`src/rtl/mdu_pkg.sv`:
```
// Shared encodings and helpers for the iterative multiply/divide unit.
package mdu_pkg;

    typedef enum logic [1:0] {
        MDU_MULT  = 2'd0,
        MDU_MULTU = 2'd1,
        MDU_DIV   = 2'd2,
        MDU_DIVU  = 2'd3
    } mdu_op_e;

    typedef enum logic [1:0] {
        ST_IDLE,
        ST_CALC,
        ST_FIX,
        ST_DONE
    } mdu_state_e;

    function automatic logic is_signed(input mdu_op_e op);
        return (op == MDU_MULT) || (op == MDU_DIV);
    endfunction

    function automatic logic is_div(input mdu_op_e op);
        return (op == MDU_DIV) || (op == MDU_DIVU);
    endfunction

endpackage

```
`src/rtl/mdu_iter_if.sv`:
```
// Request/response bundle between the EX stage and the multiply/divide unit.
interface mdu_iter_if #(
    parameter int unsigned WIDTH = 32
);
    logic                   start_i;
    logic [1:0]             op_i;
    logic [WIDTH-1:0]       src1_i;
    logic [WIDTH-1:0]       src2_i;
    logic                   annul_i;
    logic [2*WIDTH-1:0]     result_o;
    logic                   ready_o;
    logic                   busy_o;
    logic                   stall_o;

    modport slave (
        input  start_i, op_i, src1_i, src2_i, annul_i,
        output result_o, ready_o, busy_o, stall_o
    );

    modport master (
        output start_i, op_i, src1_i, src2_i, annul_i,
        input  result_o, ready_o, busy_o, stall_o
    );
endinterface

```
`src/rtl/mdu_iter_core.sv`:
```
// Magnitude datapath: one shift-add (multiply) or restoring shift-subtract
// (divide) step per cycle over the {hi, lo} register pair.
module mdu_iter_core #(
    parameter int unsigned WIDTH = 32
) (
    input  logic             clk,
    input  logic             resetn,
    input  logic             load_i,
    input  logic             step_i,
    input  logic             div_i,
    input  logic [WIDTH-1:0] a_i,
    input  logic [WIDTH-1:0] b_i,
    output logic [WIDTH-1:0] hi_o,
    output logic [WIDTH-1:0] lo_o
);

    logic [WIDTH-1:0] hi_q, hi_d;
    logic [WIDTH-1:0] lo_q, lo_d;
    logic [WIDTH-1:0] b_q, b_d;
    logic [WIDTH:0]   sum;
    logic [WIDTH:0]   shifted;
    logic [WIDTH:0]   diff;

    always_comb begin
        hi_d    = hi_q;
        lo_d    = lo_q;
        b_d     = b_q;
        sum     = {1'b0, hi_q} + {1'b0, b_q};
        shifted = {hi_q, lo_q[WIDTH-1]};
        diff    = shifted - {1'b0, b_q};
        if (load_i) begin
            hi_d = '0;
            lo_d = a_i;
            b_d  = b_i;
        end else if (step_i) begin
            if (div_i) begin
                // lo holds the dividend shifting out MSB-first and the quotient shifting in
                if (!diff[WIDTH]) begin
                    hi_d = diff[WIDTH-1:0];
                    lo_d = {lo_q[WIDTH-2:0], 1'b1};
                end else begin
                    hi_d = shifted[WIDTH-1:0];
                    lo_d = {lo_q[WIDTH-2:0], 1'b0};
                end
            end else if (lo_q[0]) begin
                {hi_d, lo_d} = {sum, lo_q[WIDTH-1:1]};
            end else begin
                {hi_d, lo_d} = {1'b0, hi_q, lo_q[WIDTH-1:1]};
            end
        end
    end

    always_ff @(posedge clk or negedge resetn) begin
        if (!resetn) begin
            hi_q <= '0;
            lo_q <= '0;
            b_q  <= '0;
        end else begin
            hi_q <= hi_d;
            lo_q <= lo_d;
            b_q  <= b_d;
        end
    end

    assign hi_o = hi_q;
    assign lo_o = lo_q;

endmodule

```
`src/rtl/mdu_iter.sv`:
```
// Iterative signed/unsigned multiply/divide unit with start/ready/annul
// handshake; sign handling and sequencing wrap the magnitude core.
module mdu_iter
    import mdu_pkg::*;
#(
    parameter int unsigned WIDTH = 32
) (
    input  logic      clk,
    input  logic      resetn,
    mdu_iter_if.slave bus
);

    localparam int unsigned    CW       = $clog2(WIDTH);
    localparam logic [CW-1:0]  CNT_LAST = CW'(WIDTH - 1);

    mdu_state_e           state_q, state_d;
    mdu_op_e              op_q, op_d;
    logic                 s1_q, s1_d;
    logic                 s2_q, s2_d;
    logic [CW-1:0]        cnt_q, cnt_d;
    logic [2*WIDTH-1:0]   result_q, result_d;
    logic                 ready_q, ready_d;
    logic                 busy_q, busy_d;

    mdu_op_e              op_in;
    logic                 sgn1, sgn2;
    logic [WIDTH-1:0]     abs1, abs2;
    logic                 load, step;
    logic [WIDTH-1:0]     hi, lo;
    logic [2*WIDTH-1:0]   fixed;

    assign op_in = mdu_op_e'(bus.op_i);

    always_comb begin
        sgn1 = is_signed(op_in) & bus.src1_i[WIDTH-1];
        sgn2 = is_signed(op_in) & bus.src2_i[WIDTH-1];
        // Two's-complement negate maps the most negative value onto 2^(W-1)
        abs1 = sgn1 ? -bus.src1_i : bus.src1_i;
        abs2 = sgn2 ? -bus.src2_i : bus.src2_i;
    end

    always_comb begin
        fixed = '0;
        if (is_div(op_q)) begin
            fixed = {(s1_q ? -hi : hi), ((s1_q ^ s2_q) ? -lo : lo)};
        end else begin
            fixed = (s1_q ^ s2_q) ? -{hi, lo} : {hi, lo};
        end
    end

    always_comb begin
        state_d  = state_q;
        op_d     = op_q;
        s1_d     = s1_q;
        s2_d     = s2_q;
        cnt_d    = cnt_q;
        result_d = result_q;
        ready_d  = 1'b0;
        load     = 1'b0;
        step     = 1'b0;
        unique case (state_q)
            ST_IDLE: begin
                if (bus.start_i && !bus.annul_i) begin
                    op_d  = op_in;
                    s1_d  = sgn1;
                    s2_d  = sgn2;
                    cnt_d = '0;
                    load  = 1'b1;
                    if (is_div(op_in) && (bus.src2_i == '0)) begin
                        state_d  = ST_DONE;
                        result_d = {bus.src1_i, {WIDTH{1'b1}}};
                        ready_d  = 1'b1;
                    end else begin
                        state_d = ST_CALC;
                    end
                end
            end
            ST_CALC: begin
                step  = 1'b1;
                cnt_d = cnt_q + 1'b1;
                if (cnt_q == CNT_LAST) begin
                    state_d = ST_FIX;
                end
            end
            ST_FIX: begin
                state_d  = ST_DONE;
                result_d = fixed;
                ready_d  = 1'b1;
            end
            ST_DONE: begin
                state_d = ST_IDLE;
            end
            default: state_d = ST_IDLE;
        endcase
        // Flush overrides any progress outside IDLE and discards the pending result
        if (bus.annul_i && (state_q != ST_IDLE)) begin
            state_d  = ST_IDLE;
            result_d = result_q;
            ready_d  = 1'b0;
            step     = 1'b0;
        end
        busy_d = (state_d != ST_IDLE);
    end

    always_ff @(posedge clk or negedge resetn) begin
        if (!resetn) begin
            state_q  <= ST_IDLE;
            op_q     <= MDU_MULT;
            s1_q     <= 1'b0;
            s2_q     <= 1'b0;
            cnt_q    <= '0;
            result_q <= '0;
            ready_q  <= 1'b0;
            busy_q   <= 1'b0;
        end else begin
            state_q  <= state_d;
            op_q     <= op_d;
            s1_q     <= s1_d;
            s2_q     <= s2_d;
            cnt_q    <= cnt_d;
            result_q <= result_d;
            ready_q  <= ready_d;
            busy_q   <= busy_d;
        end
    end

    mdu_iter_core #(
        .WIDTH(WIDTH)
    ) u_core (
        .clk    (clk),
        .resetn (resetn),
        .load_i (load),
        .step_i (step),
        .div_i  (is_div(op_q)),
        .a_i    (abs1),
        .b_i    (abs2),
        .hi_o   (hi),
        .lo_o   (lo)
    );

    assign bus.result_o = result_q;
    assign bus.ready_o  = ready_q;
    assign bus.busy_o   = busy_q;
    assign bus.stall_o  = bus.start_i & ~ready_q & ~bus.annul_i;

endmodule

```
`src/flat_wrapper.sv`:
```
// flat-port wrapper written by rule: the top's interface ports become plain ports
module mdu_iter_flat import mdu_pkg::*;
#(
    parameter int unsigned WIDTH = 32
)
  (clk, resetn, bus_start_i, bus_op_i, bus_src1_i, bus_src2_i, bus_annul_i, bus_result_o, bus_ready_o, bus_busy_o, bus_stall_o);
  mdu_iter_if #(.WIDTH(WIDTH)) bus_i ();
  input  logic clk;
  input  logic resetn;
  input wire logic [$bits(bus_i.start_i)-1:0] bus_start_i;
  input wire logic [$bits(bus_i.op_i)-1:0] bus_op_i;
  input wire logic [$bits(bus_i.src1_i)-1:0] bus_src1_i;
  input wire logic [$bits(bus_i.src2_i)-1:0] bus_src2_i;
  input wire logic [$bits(bus_i.annul_i)-1:0] bus_annul_i;
  output wire logic [$bits(bus_i.result_o)-1:0] bus_result_o;
  output wire logic [$bits(bus_i.ready_o)-1:0] bus_ready_o;
  output wire logic [$bits(bus_i.busy_o)-1:0] bus_busy_o;
  output wire logic [$bits(bus_i.stall_o)-1:0] bus_stall_o;
  assign bus_i.start_i = bus_start_i;
  assign bus_i.op_i = bus_op_i;
  assign bus_i.src1_i = bus_src1_i;
  assign bus_i.src2_i = bus_src2_i;
  assign bus_i.annul_i = bus_annul_i;
  assign bus_result_o = bus_i.result_o;
  assign bus_ready_o = bus_i.ready_o;
  assign bus_busy_o = bus_i.busy_o;
  assign bus_stall_o = bus_i.stall_o;
  mdu_iter #(.WIDTH(WIDTH)) u_core (.clk(clk), .resetn(resetn), .bus(bus_i));
endmodule
```
`config.mk`:
```
export PLATFORM = sky130hd
export DESIGN_NAME = mdu_iter_flat
export DESIGN_NICKNAME = d
export VERILOG_FILES = /design/src/rtl/mdu_pkg.sv /design/src/rtl/mdu_iter_if.sv /design/src/rtl/mdu_iter_core.sv /design/src/rtl/mdu_iter.sv /design/src/flat_wrapper.sv
export SDC_FILE = /design/constraint.sdc
export NUM_CORES = 1
export LEC_CHECK = 0
export CAP_MARGIN = 25
export CORE_MARGIN = 2
export CORE_UTILIZATION = 55
export DETAILED_ROUTE_END_ITERATION = 16
export DONT_BUFFER_PORTS = 1
export PLACE_DENSITY = 0.75
export SYNTH_ARGS = -nofsm -noshare
export SYNTH_HDL_FRONTEND = slang
export SYNTH_SLANG_ARGS = --single-unit
```
`constraint.sdc`:
```
create_clock -name clk -period 3.4 [get_ports clk]
set_input_delay 0.85 -clock clk [delete_from_list [all_inputs] [get_ports clk]]
set_output_delay 0.85 -clock clk [all_outputs]
set_load 0.01 [all_outputs]
```
# Word level (Yosys, flattened, before mapping)
# Cells that the tools add are included.
# word_totals
inputBits	70
wordCells	89
out_inout_bits	67
regBits	173
# classes
addsub	8
mux	34
bitwise	8
reduce_logical	18
n_eq_ne	10
# ops
operator	n
two-way mux 32 bit	13
two-way mux 64 bit	4
negator 32 bit	4
case mux 64 bit (2 select lines)	1
negator 64 bit	1
adder 32 x 32 -> 33 bit	1
subtractor 33 x 32 -> 33 bit	1
zero test 32 bit	1
equality test 2 bit, second input constant	6
case mux 5 bit (2 select lines)	1
nonzero test 2 bit	5
two-way mux 1 bit	8
two-way mux 2 bit	4
case mux 2 bit (4 select lines)	1
adder 5 x 1 -> 5 bit, second input constant	1
equality test 5 bit, second input constant	1
two-way mux 5 bit	1
AND 1 bit	4
zero test 2 bit	2
inequality test 2 x 1 -> 1 bit, second input constant	2
AND reduction 2 bit	2
AND reduction 4 bit	1
logical AND 1 bit	3
logical OR 1 bit	3
5 further kinds	7

# Logic depth before layout (Yosys ltp)
# logic_depth
depth_word	8
ltp_mapped	14

# Modules after synthesis
# Synthesis repeated with hierarchy kept, for this count alone.
# hier_totals
hier_cells	1909
area_unflattened_um2	14880.5
# by_module_without_submodules
mod	area_each_um2	seq_area_each_um2	n_inst	cells_per_inst
mdu_iter_core	8491.9	2402.3	1	1072
mdu_iter	6388.6	1901.8	1	837

# Worst setup path after synthesis
# Ideal clock, no wire load.
# synth_path
kind	register to register
start	register u_core.u_core.lo_q[31], in the netlist u_core.u_core.lo_o[31]
end	register u_core.u_core.hi_q[23], in the netlist u_core.u_core.hi_o[23]
setup_ns	0.104
path_buffers	2
t_arrival_ns	3.081
path_stages_with_launch	15
slack_ns	0.215
period_less_slack_ns	3.185
cell_sequence	dfrtp_1 > clkbuf_1 > inv_1 > ha_1 > fa_1 > nand2b_1 > a21oi_1 > o21ai_0 > o21ai_0 > a21o_1 > o21ai_0 > nand2_1 > clkbuf_1 > nor2_1 > a221oi_1
# synth_via
elab_chain_len	5
# synth_lines
element	line_no	text
start: declaration	mdu_iter_core.sv:18	logic [WIDTH-1:0] lo_q, lo_d;
start signal: assignment	mdu_iter_core.sv:60	lo_q <= lo_d;
subtractor 33 x 32 -> 33 bit	mdu_iter_core.sv:30	diff = shifted - {1'b0, b_q};
two-way mux 32 bit	mdu_iter_core.sv:38	if (!diff[WIDTH]) begin
two-way mux 32 bit	mdu_iter_core.sv:36	if (div_i) begin
two-way mux 32 bit	mdu_iter_core.sv:35	end else if (step_i) begin
two-way mux 32 bit	mdu_iter_core.sv:31	if (load_i) begin
end signal: assignment	mdu_iter_core.sv:59	hi_q <= hi_d;
end: declaration	mdu_iter_core.sv:17	logic [WIDTH-1:0] hi_q, hi_d;
# Every way passes these cells. The select of a mux whose other input is x is not followed.
# A chain may end at the register's enable or synchronous reset.

# Worst setup path in the final report
# layout_path
start	register u_core.u_core.lo_q[11], in the netlist u_core.u_core.lo_o[11]
end	register u_core.result_q[35], in the netlist u_core.bus.result_o[35]
# layout_via
elab_chain_len	4
# layout_lines
element	line_no	text
negator 64 bit	mdu_iter.sv:47	fixed = (s1_q ^ s2_q) ? -{hi, lo} : {hi, lo};
two-way mux 64 bit	mdu_iter.sv:47	
two-way mux 64 bit	mdu_iter.sv:44	if (is_div(op_q)) begin
case mux 64 bit (2 select lines)	mdu_iter.sv:61	unique case (state_q)
end signal: assignment	mdu_iter.sv:121	result_q <= result_d;
end: declaration	mdu_iter.sv:21	logic [2*WIDTH-1:0] result_q, result_d;
# Every way passes these cells.

==> summary.txt <==
Run status
  • Outcome: finished clean

Setup path
  • Arrival @ worst endpoint: 3570 ps
  • FF-to-FF path depth: 9
  • Setup CP Type: register to register
  • R2r setup slk: 160 ps
  • Startpoint class of the critical path: register
  • CP Data Required Time: 3720 ps
  • Critical Path Fanout Max: 5
  • Crit end category: register

Pwr
  • PD cells: 836 nW/µm²
  • Worst vdd ir: 0.000525 V
  • Leakage: 0.00680 µW

Synthesis
  • Synthesized Nets: 2007
  • Yosys reg bits: 172
  • Mean Syn Cell Area: 7.81 µm²
  • Post-Synthesis Cells: 1865
  • Fraction of registers with async set/reset: 1.00
  • Top_reg_cell synth: dfrtp_1
  • Mapped Area: 14600 µm²
  • EDFF count, synth: 0
  • Count of unique library cells instantiated by Yosys: 76
  • YS warnings: 0
  • Sequential element share of the synthesized area: 0.295

Clock network
  • Clock insertion delay at the later pin of the skew report: 450 ps
  • CTS tree: yes
  • CTS Buffer Depth: 2
  • CTS sink cnt: 172
  • Root buffer selected by CTS: clkbuf_16
  • H-tree levels: 4
  • CTS Buf Count: 17
  • Hold-fix buffers, CTS: 0
  • Clock transition at the registers of the reported paths: 90 ps

Worst hold path
  • Tightest Hold Check Type: input pin to asynchronous set/reset pin

Global routing
  • Vias in the first global route: 13776
  • Global-route wire length before repair: 77.1 mm
  • Largest net degree at the start of global routing: 173
  • Antenna violations before repair: 0
  • Gr usage total: 0.349
  • Overflow after GRT: 0

Die
  • Ports: 137
  • Die ar.: 27800 µm²
  • FP Rows: 59
  • Placeable Area: 26100 µm²
  • Starting Density: 0.559
  • DIE HEIGHT: 167 µm
  • Die X: 167 µm

Finish
  • Area grow syn2layout: 10.1%
  • Storage cell area: 4310 µm²
  • Util after Layout: 0.615
  • Share of cells above drive strength 1: 0.0959
  • Nets: 2006
  • Fill cells: 2366
  • Footprint of the multi-input gates: 9610 µm²

Timing
  • Slew HR: 0.322
  • Min cycle time layout: 3240 ps
  • Fin. Hold Viols: 0
  • Worst-Margin Slew: 1020 ps
  • Final number of max-transition violations: 0
  • Fin crit share: 0.954
  • Skew final: 19.3 ps
  • Max Freq: 0.308 GHz
  • # setup viols final: 0
  • Unrepaired setup endpoints after global routing: false
  • Final setup TNS: 0 ps

Placed design
  • GPL Wtd Cong: 0.997
  • I/O Buffers: 0
  • DP HPWL: 36.5 mm

Routing
  • WL final: 48.6 mm
  • Post-DR wirelength/cell: 22.0 µm
  • Routed length on met2: 22.6 mm
  • 1st-iter DRT viols: 1584
  • Met1 wire length: 20.4 mm
  • Routed vias/inst: 6.47
  • ANT nets after route: 0
  • DR pass1 iterations: 5
  • Vias after detailed routing: 14317
  • Met3 routed WL: 3.47 mm
  • Max layer used: met4
  • DRC Markers: 0

Job
  • Max Cap Viol: 0
## final cells by class
class	instances	area share
flip-flops and latches	172	0.268
inverters	67	0.0157
clock inverters	15	0.0131
repair buffers	103	0.0510
well taps	335	0.0261
clock buffers	17	0.0265
multi-input cells	1503	0.599
diodes	1	0.000156
## state kept, by name, indices dropped and copies added, names as in the netlist
name	flops
u_core.bus.ready_o	1
u_core.bus.busy_o	1
u_core.u_core.hi_o	32
u_core.op_q	1
u_core.u_core.lo_o	32
u_core.s1_q	1
u_core.s2_q	1
u_core.cnt_q	5
u_core.u_core.b_q	32
u_core.bus.result_o	64
u_core.state_q	2
## worst max-delay path, stage by stage, from the launching register on
cell	delay, ps
dfrtp_1	440
or4_4	560
or4_1	470
o41ai_1	610
a21oi_1	140
a21oi_1	270
xor2_1	350
nor2_1	80
a21oi_1	120
o21ai_0	90
## stage by stage
step | cell area [µm²] | power [µW] | setup WS, ps | cells | hold slack (ps)
finish | 16000 | 13400 | 157 | 2213 | 98.1
global route | 16000 | 14300 | 2.04 | 2212 | 86.8
CTS | 16000 | 13100 | 64.7 | 2211 | 87.6
detailed placement | 15300 | 10900 | 8.05 | 2179 | 482
global placement | 15300 | 10900 | 74.2 | 2179 | 471
floorplan | 14600 | 8430 | 215 | 1865 | 449
## layout by cell type (no fill, tap or decap), drive strengths merged, types with 21 or more instances in the layout
cell,instances
a21o,24
a21oi,141
a31oi,51
buf,103
dfrtp,172
ha,70
inv,75
mux2i,48
nand2,209
nand3,31
nor2,164
nor3,63
nor4,21
o211ai,54
o21ai,182
o31ai,21
xnor2,92
xor2,80
## synthesized netlist by cell type, types with 5 or more instances
cell      count  area share
a211oi_1     19      0.0098
a21boi_0      7      0.0036
a21o_1       24       0.012
a21oi_1     140       0.048
a221o_1       6      0.0041
a31oi_1      51       0.022
and2_1       10      0.0043
and3_1       16      0.0069
and4_1        6      0.0036
buf_1        10      0.0026
buf_2         6      0.0021
clkbuf_1    105       0.027
dfrtp_1     172        0.30
ha_1         70       0.060
inv_1        66       0.017
mux2_2        9      0.0070
mux2i_1      48       0.033
nand2_1     209       0.054
nand2b_1     20      0.0086
nand3_1      31       0.011
nand4_1      14      0.0060
nor2_1      164       0.042
nor2b_1      19      0.0082
nor3_1       63       0.022
nor4_1       19      0.0082
o211ai_1     54       0.028
o21a_1        7      0.0036
o21ai_0     175       0.060
o21ai_1       6      0.0021
o21bai_1      9      0.0046
o221ai_1      6      0.0036
o22ai_1       5      0.0021
o31ai_1      21       0.011
o41ai_1      14      0.0084
or2_2         8      0.0034
or3_1        10      0.0043
or4_1         9      0.0046
xnor2_1      92       0.055
xor2_1       80       0.048
## power breakdown
group          internal (µW)  total, µW  switching [µW]
Combinational           3410       8160            4750
Clock                   1080       2150            1070
Sequential              2470       3090             613
Total                   6970      13400            6430
## repair_timing
action | 4_1_cts | 5_1_grt
setup endpoints to repair | 2 | 33
pin swaps | 0 | 3
gates resized for setup | 1 | 13
buffers inserted | 0 | 1
## routing by layer
| metal | GRT usage | vias to the layer above |
|---|---|---|
| met5 | 0 | - |
| met2 | 0.581 | 657 |
| met3 | 0.0513 | 122 |
| li1 | - | 6730 |
| met1 | 0.456 | 6808 |
| met4 | 0.141 | 0 |
## worst paths after layout
path	start	endpoint
worst max-delay path	u_core.u_core.lo_o[11]$_DFFE_PN0P_	u_core.bus.result_o[35]$_DFFE_PN0P_
worst min-delay path	resetn	u_core.bus.result_o[30]$_DFFE_PN0P_
worst max register to register	u_core.u_core.lo_o[11]$_DFFE_PN0P_	u_core.bus.result_o[35]$_DFFE_PN0P_
worst min register to register	u_core.cnt_q[3]$_DFFE_PN0P_	u_core.cnt_q[3]$_DFFE_PN0P_
max in group asynchronous	resetn	u_core.u_core.hi_o[27]$_DFFE_PN0P_
min in group clk	bus_annul_i	u_core.state_q[0]$_DFF_PN0_
## kinds of logic after synthesis
family	count (synthesis)	share of synthesized area
AO/OA/AOI/OAI	586	0.250
XOR/XNOR	172	0.103
adder cells (fa/ha/maj)	72	0.0629
buffers and inverters	190	0.0502
flip-flops	172	0.295
multiplexers	57	0.0399
AND/OR/NAND/NOR	616	0.198
No activity file was read; power rests on OpenSTA's default activity.
